==> config.mk <==
export PLATFORM = sky130hd
export DESIGN_NAME = i2s_frame_ctrl
export DESIGN_NICKNAME = d
export VERILOG_FILES = /design/src/rtl/i2s_pkg.sv /design/src/rtl/i2s_bclk_gen.sv /design/src/rtl/i2s_frame_ctrl.sv
export SDC_FILE = /design/constraint.sdc
export NUM_CORES = 1
export LEC_CHECK = 0
export CAP_MARGIN = 30
export CELL_PAD_IN_SITES_DETAIL_PLACEMENT = 0
export CELL_PAD_IN_SITES_GLOBAL_PLACEMENT = 1
export CORE_MARGIN = 5
export CORE_UTILIZATION = 39
export DETAILED_ROUTE_END_ITERATION = 16
export PLACE_DENSITY = 0.75
export SYNTH_ARGS = -nofsm -noshare
export SYNTH_HDL_FRONTEND = slang
export SYNTH_SLANG_ARGS = --single-unit
==> constraint.sdc <==
create_clock -name clk_25m -period 2.3 [get_ports clk_25m]
set_clock_uncertainty 0.05 [all_clocks]
set_input_delay 0.46 -clock clk_25m [delete_from_list [all_inputs] [get_ports clk_25m]]
set_output_delay 0.46 -clock clk_25m [all_outputs]
set_load 0.01 [all_outputs]
==> src/rtl/i2s_pkg.sv <==
// Shared I2S definitions: sequencer state encoding and slot/frame geometry.
package i2s_pkg;

    typedef enum logic [1:0] {
        ST_OFF    = 2'd0,
        ST_WARMUP = 2'd1,
        ST_RUN    = 2'd2,
        ST_STOP   = 2'd3
    } i2s_state_t;

    localparam int SLOT_BITS  = 32;
    localparam int FRAME_BITS = 64;
    localparam int SLOT_W     = $clog2(SLOT_BITS);
    localparam int BIT_CNT_W  = $clog2(FRAME_BITS);

endpackage

==> src/rtl/i2s_bclk_gen.sv <==
// BCLK/LRCLK generator with per-bit strobes; the frame position counter idles at 63
// so the first falling edge after start opens left slot bit 0.
module i2s_bclk_gen
    import i2s_pkg::*;
#(
    parameter int BCLK_DIV = 4
) (
    input  logic                 clk,
    input  logic                 rst,
    input  logic                 run,
    input  logic                 force_idle,
    output logic                 bclk,
    output logic                 lrclk,
    output logic [SLOT_W-1:0]    slot_bit,
    output logic                 bclk_rise,
    output logic                 bclk_fall,
    output logic                 frame_start,
    output logic                 fall_tick,
    output logic [BIT_CNT_W-1:0] bit_next
);

    localparam int DIV_W = $clog2(BCLK_DIV);
    localparam logic [DIV_W-1:0] DIV_LAST = DIV_W'(BCLK_DIV - 1);

    logic [DIV_W-1:0]     div_cnt;
    logic [BIT_CNT_W-1:0] bit_cnt;
    logic                 toggle;

    assign toggle    = run && (div_cnt == DIV_LAST);
    assign fall_tick = toggle && bclk;
    assign bit_next  = bit_cnt + BIT_CNT_W'(1);

    always_ff @(posedge clk or posedge rst) begin
        if (rst) begin
            div_cnt     <= '0;
            bit_cnt     <= '1;
            bclk        <= 1'b0;
            lrclk       <= 1'b1;
            slot_bit    <= '1;
            bclk_rise   <= 1'b0;
            bclk_fall   <= 1'b0;
            frame_start <= 1'b0;
        end else if (!run || force_idle) begin
            // Idle values match reset so a restart always begins on a clean frame.
            div_cnt     <= '0;
            bit_cnt     <= '1;
            bclk        <= 1'b0;
            lrclk       <= 1'b1;
            slot_bit    <= '1;
            bclk_rise   <= 1'b0;
            bclk_fall   <= 1'b0;
            frame_start <= 1'b0;
        end else begin
            bclk_rise   <= 1'b0;
            bclk_fall   <= 1'b0;
            frame_start <= 1'b0;
            if (toggle) begin
                div_cnt <= '0;
                bclk    <= ~bclk;
                if (!bclk) begin
                    bclk_rise <= 1'b1;
                end else begin
                    bit_cnt     <= bit_next;
                    lrclk       <= bit_next[BIT_CNT_W-1];
                    slot_bit    <= bit_next[SLOT_W-1:0];
                    bclk_fall   <= 1'b1;
                    frame_start <= (bit_next == '0);
                end
            end else begin
                div_cnt <= div_cnt + DIV_W'(1);
            end
        end
    end

endmodule

==> src/rtl/i2s_frame_ctrl.sv <==
// I2S loopback sequencer: OFF -> WARMUP (amp muted) -> RUN -> STOP, stopping only
// on a frame boundary so the amp never sees a truncated frame.
module i2s_frame_ctrl
    import i2s_pkg::*;
#(
    parameter int BCLK_DIV      = 4,
    parameter int DATA_BITS     = 24,
    parameter int WARMUP_FRAMES = 2048
) (
    input  logic              clk_25m,
    input  logic              rst,
    input  logic              enable,
    output logic              bclk,
    output logic              lrclk,
    output logic              bclk_rise,
    output logic              bclk_fall,
    output logic [SLOT_W-1:0] slot_bit,
    output logic              frame_start,
    output logic              sample_strobe,
    output logic              sample_chan,
    output logic              amp_sd,
    output logic              mute,
    output logic [1:0]        state
);

    localparam int WCNT_W = $clog2(WARMUP_FRAMES + 1);
    localparam logic [WCNT_W-1:0] WARMUP_LAST = WCNT_W'(WARMUP_FRAMES - 1);
    localparam logic [SLOT_W-1:0] SAMPLE_BIT  = SLOT_W'((DATA_BITS + 1) % SLOT_BITS);
    // With 31 data bits the capture point lands on bit 0 of the following slot.
    localparam logic SAMPLE_WRAP = (DATA_BITS + 1 >= SLOT_BITS);

    i2s_state_t           state_q, state_d;
    logic [WCNT_W-1:0]    frame_cnt, frame_cnt_d;
    logic                 amp_sd_d, mute_d, sample_strobe_d, sample_chan_d;
    logic                 fall_tick, wrap_tick, gen_run, gen_idle;
    logic [BIT_CNT_W-1:0] bit_next;

    assign wrap_tick = fall_tick && (bit_next == '0);
    assign gen_run   = (state_q != ST_OFF);
    assign gen_idle  = (state_d == ST_OFF);
    assign state     = state_q;

    i2s_bclk_gen #(
        .BCLK_DIV (BCLK_DIV)
    ) u_bclk_gen (
        .clk         (clk_25m),
        .rst         (rst),
        .run         (gen_run),
        .force_idle  (gen_idle),
        .bclk        (bclk),
        .lrclk       (lrclk),
        .slot_bit    (slot_bit),
        .bclk_rise   (bclk_rise),
        .bclk_fall   (bclk_fall),
        .frame_start (frame_start),
        .fall_tick   (fall_tick),
        .bit_next    (bit_next)
    );

    always_ff @(posedge clk_25m or posedge rst) begin
        if (rst) state_q <= ST_OFF;
        else     state_q <= state_d;
    end

    always_comb begin
        state_d = state_q;
        case (state_q)
            ST_OFF:    if (enable) state_d = ST_WARMUP;
            ST_WARMUP: begin
                if (!enable)                                   state_d = ST_OFF;
                else if (wrap_tick && frame_cnt == WARMUP_LAST) state_d = ST_RUN;
            end
            ST_RUN:    if (!enable) state_d = ST_STOP;
            ST_STOP:   if (wrap_tick) state_d = ST_OFF;
            default:   state_d = ST_OFF;
        endcase
    end

    always_comb begin
        frame_cnt_d = frame_cnt;
        if (state_q == ST_WARMUP && wrap_tick) frame_cnt_d = frame_cnt + WCNT_W'(1);
        if (state_q == ST_OFF || state_d == ST_OFF) frame_cnt_d = '0;

        amp_sd_d = (state_d == ST_RUN) || (state_d == ST_STOP);

        // The first frame in RUN stays muted so the amp can settle.
        mute_d = mute;
        if (state_d != ST_RUN)                        mute_d = 1'b1;
        else if (state_q == ST_RUN && wrap_tick)      mute_d = 1'b0;

        sample_strobe_d = fall_tick && !gen_idle && (bit_next[SLOT_W-1:0] == SAMPLE_BIT);
        sample_chan_d   = sample_strobe_d ? (bit_next[BIT_CNT_W-1] ^ SAMPLE_WRAP) : sample_chan;
    end

    always_ff @(posedge clk_25m or posedge rst) begin
        if (rst) begin
            frame_cnt     <= '0;
            amp_sd        <= 1'b0;
            mute          <= 1'b1;
            sample_strobe <= 1'b0;
            sample_chan   <= 1'b0;
        end else begin
            frame_cnt     <= frame_cnt_d;
            amp_sd        <= amp_sd_d;
            mute          <= mute_d;
            sample_strobe <= sample_strobe_d;
            sample_chan   <= sample_chan_d;
        end
    end

endmodule
==> flow_metrics.py <==
metrics = {
    "outcome": {
        "status": "finished clean",
    },
    "finish": {
        "antennaDiodeCount": 0,
        "fin_util_pct": 54.3,
        "nets": 223,
        "final_area_um2": 2220,
        "layout-area-overhead-vs-synth_pct": 32.0,
        "instances_no_fill": 266,
        "drive_gt1_share_pct": 25.9,
        "nFillCells": 379,
    },
    "clocking": {
        "cts_tree": "built",
        "cts_hold_buf": 0,
        "clkSinkCount": 30,
        "clk_pin_slew_ns": 0.07,
        "h-tree-depth": 2,
        "cts_buffer_depth": 2,
        "worstSkewPairLatency_ns": 0.29,
        "cts_root_buffer": "clkbuf_8",
        "cts_buffers": 5,
    },
    "timing": {
        "tightest_slew_ns": 0.564,
        "fin_crit_ns": 2.24,
        "worst_slack_ns": 0.0555,
        "clock.fmax_mhz": 446,
        "setup_tns_ns": 0,
        "hold_ws_ns": 0.411,
        "drv_slew": 0,
        "grt_setup_unrepaired": "true",
        "worst_slew_margin_rel_pct": 62.0,
        "finalSetupViolCount": 0,
        "period_share_pct": 97.6,
        "hold_viol_final": 0,
    },
    "critical_path": {
        "critPathArrivalTime_ns": 2.37,
        "critPathMaxStageDelay_ns": 0.60,
        "critical_path_class": "flip-flop to flip-flop",
        "cpMaxStageDelayCell": "dfstp_2",
        "path_cells": "ha_4 -> xor2_2 -> or2_1 -> nand3b_4 -> nor4b_4 -> buf_4 -> mux2i_1 -> nor4_1",
        "crit_path_max_fanout": 5,
        "worstSetupStartpointType": "flip-flop",
        "critPathRequiredTime_ns": 2.43,
        "cp-end-kind": "flip-flop",
    },
    "yosys": {
        "syn_area_per_cell_um2": 9.71,
        "synth.distinct_cells": 44,
        "syn_nets": 181,
        "synthAdderAreaFrac_pct": 3.73,
        "synth_simple_gate_area_share_pct": 27.6,
        "ys_seq_area_share_pct": 45.2,
        "synth_compound_area_share_pct": 10.1,
        "synth_ff_type": "dfrtp_1",
        "synth_top_area_share_pct": 34.3,
        "synth_top_family_by_area": "simple AND/OR/NAND/NOR gates",
        "yosysTopAreaCell": "dfrtp_1",
        "async_flop_share_pct": 100,
        "synthCells": 173,
        "ys_top_cells_by_area": "dfrtp_1, dfstp_2, nor2_1, xnor2_1, nand2_1",
        "synthMuxAreaShare_pct": 1.79,
        "yosysWarnings": 0,
        "ys_ff_latch": 30,
        "synthXorXnorAreaFrac_pct": 7.82,
        "netlist_area_um2": 1680,
        "synth_edf_count": 0,
    },
    "placed_design": {
        "dpl.hpwl_um": 2930,
        "dp.cells": 252,
        "gp_congestion": 0.839,
        "dpl_cell_area_um2": 2010,
        "place_ws_ns": -0.0370,
        "numPortBuffers": 18,
    },
    "die": {
        "die_w_um": 75.6,
        "coreArea_um2": 4090,
        "start_util_pct": 41.1,
        "die_h_um": 75.6,
        "die_area_um2": 5720,
        "io_pins": 19,
        "num_rows": 23,
    },
    "detailed_routing": {
        "first_pass_iters": 7,
        "wl_per_cell_um": 15.2,
        "routed_via_density": 5.27,
        "wirelength_um": 4040,
        "drt_iter0_drc": 86,
        "vias": 1401,
        "ant_nets": 0,
        "drc": 0,
    },
    "global_route": {
        "grt_pass1_wl_um": 6980,
        "grt_pass1_vias": 1430,
        "track_usage_pct": 16.1,
        "grt-ovfl-total": 0,
        "grt_start_max_net_pins": 31,
        "antenna_found_initial": 0,
    },
    "min_path": {
        "worst_hold_path_type": "flip-flop to flip-flop",
    },
    "power_and_ir_drop": {
        "p_leak_nw": 0.942,
        "ir_drop_mv": 0.326,
        "totalPowerFinal_mw": 1.13,
        "power_density_nw_per_um2": 507,
    },
    "flow_run": {
        "cap_viol_max_count": 0,
    },
}
## layer usage
metal	track usage [%]	part of all wire [%]	wire [um]
met4	4.66	1.2	48
met1	21.1	45	1800
met5	0	0	0
met2	26.4	49	1990
met3	4.22	5.0	201
## final cells by class
type,instances,area (um2),share of cell area (%)
Clock buffer,5,68.8,3.10
Clock inverter,3,45.0,2.03
Inverter,6,22.5,1.02
Multi-Input combinational cell,131,906,40.9
Sequential cell,30,759,34.3
Tap cell,50,62.6,2.82
Timing Repair Buffer,41,353,15.9
## repair_timing
item | in CTS | in global routing
pin swaps | 2 | 7
resized for setup | 1 | 8
buffers inserted | 3 | 3
setup endpoints to repair | 5 | 21
## where the power goes
| group | leakage (nW) | switching (mW) | internal [mW] |
|---|---|---|---|
| clock | 0.0504 | 0.219 | 0.322 |
| combinational | 0.500 | 0.0323 | 0.0172 |
| sequential | 0.392 | 0.00361 | 0.531 |
## final timing paths
path | start | to | slack (ns) | cells after the start
max | u_bclk_gen.bit_cnt[1] | frame_cnt[9] | 0.06 | 8
max in group asynchronous | rst | mute | 1.39 | 3
min in group asynchronous | rst | u_bclk_gen.div_cnt[0] | 0.49 | 3
min reg2reg | u_bclk_gen.div_cnt[0] | u_bclk_gen.div_cnt[0] | 0.41 | 1
max reg2reg | u_bclk_gen.bit_cnt[1] | frame_cnt[9] | 0.06 | 8
min | u_bclk_gen.div_cnt[0] | u_bclk_gen.div_cnt[0] | 0.41 | 1
## placed cells by master (no fill, tap or decap), types with 2 or more instances in the layout
| cell | n |
|---|---|
| nand2b_1 | 2 |
| nand2_1 | 17 |
| nor3_1 | 3 |
| ha_1 | 4 |
| nand3b_1 | 2 |
| xnor2_1 | 9 |
| clkdlybuf4s50_1 | 18 |
| clkinvlp_4 | 2 |
| o21ai_0 | 11 |
| o21ai_1 | 2 |
| nor4_2 | 2 |
| nor4_1 | 4 |
| clkbuf_8 | 5 |
| xor2_1 | 5 |
| a21oi_1 | 2 |
| a31oi_1 | 2 |
| nand3_1 | 10 |
| nand4_1 | 6 |
| inv_1 | 6 |
| nor2_1 | 23 |
| mux2i_1 | 3 |
| nor2_2 | 2 |
| dfrtp_1 | 23 |
| buf_4 | 23 |
| dfstp_2 | 7 |
## state kept, by name (all words and copies together) (netlist names), 2 cells and up
register            flops
u_bclk_gen.div_cnt      2
state                   2
frame_cnt              12
u_bclk_gen.bit_cnt      6
## logic make-up (layout without fill, tap and decap cells)
family | count (synthesis) | count (layout)
XOR/XNOR | 15 | 15
multiplexers | 3 | 3
AND/OR/NAND/NOR | 84 | 84
AO/OA/AOI/OAI | 24 | 24
flip-flops | 30 | 30
buffers and inverters | 12 | 55
adder cells (fa/ha/maj) | 5 | 5
## synth_stat cells, drive strengths merged (3+ instances only)
cell type,instances
mux2i,3
nand3b,3
nor3,3
dfrtp,23
nor4,6
nor2,25
dfstp,7
xor2,6
nand3,11
xnor2,9
clkbuf,4
ha,5
o21ai,14
nand4,6
inv,6
nand2,17
## worst max-delay path, delay by kind of cell, from the launching register on
family / cells / cell delay, ns
DFF: 1 / 0.60
and+or+nand+nor: 4 / 0.96
xor gates and xnor gates: 1 / 0.10
muxes: 1 / 0.08
buffers and inverters: 1 / 0.16
adders and majority gates: 1 / 0.18
No activity file was read; power rests on OpenSTA's default activity.
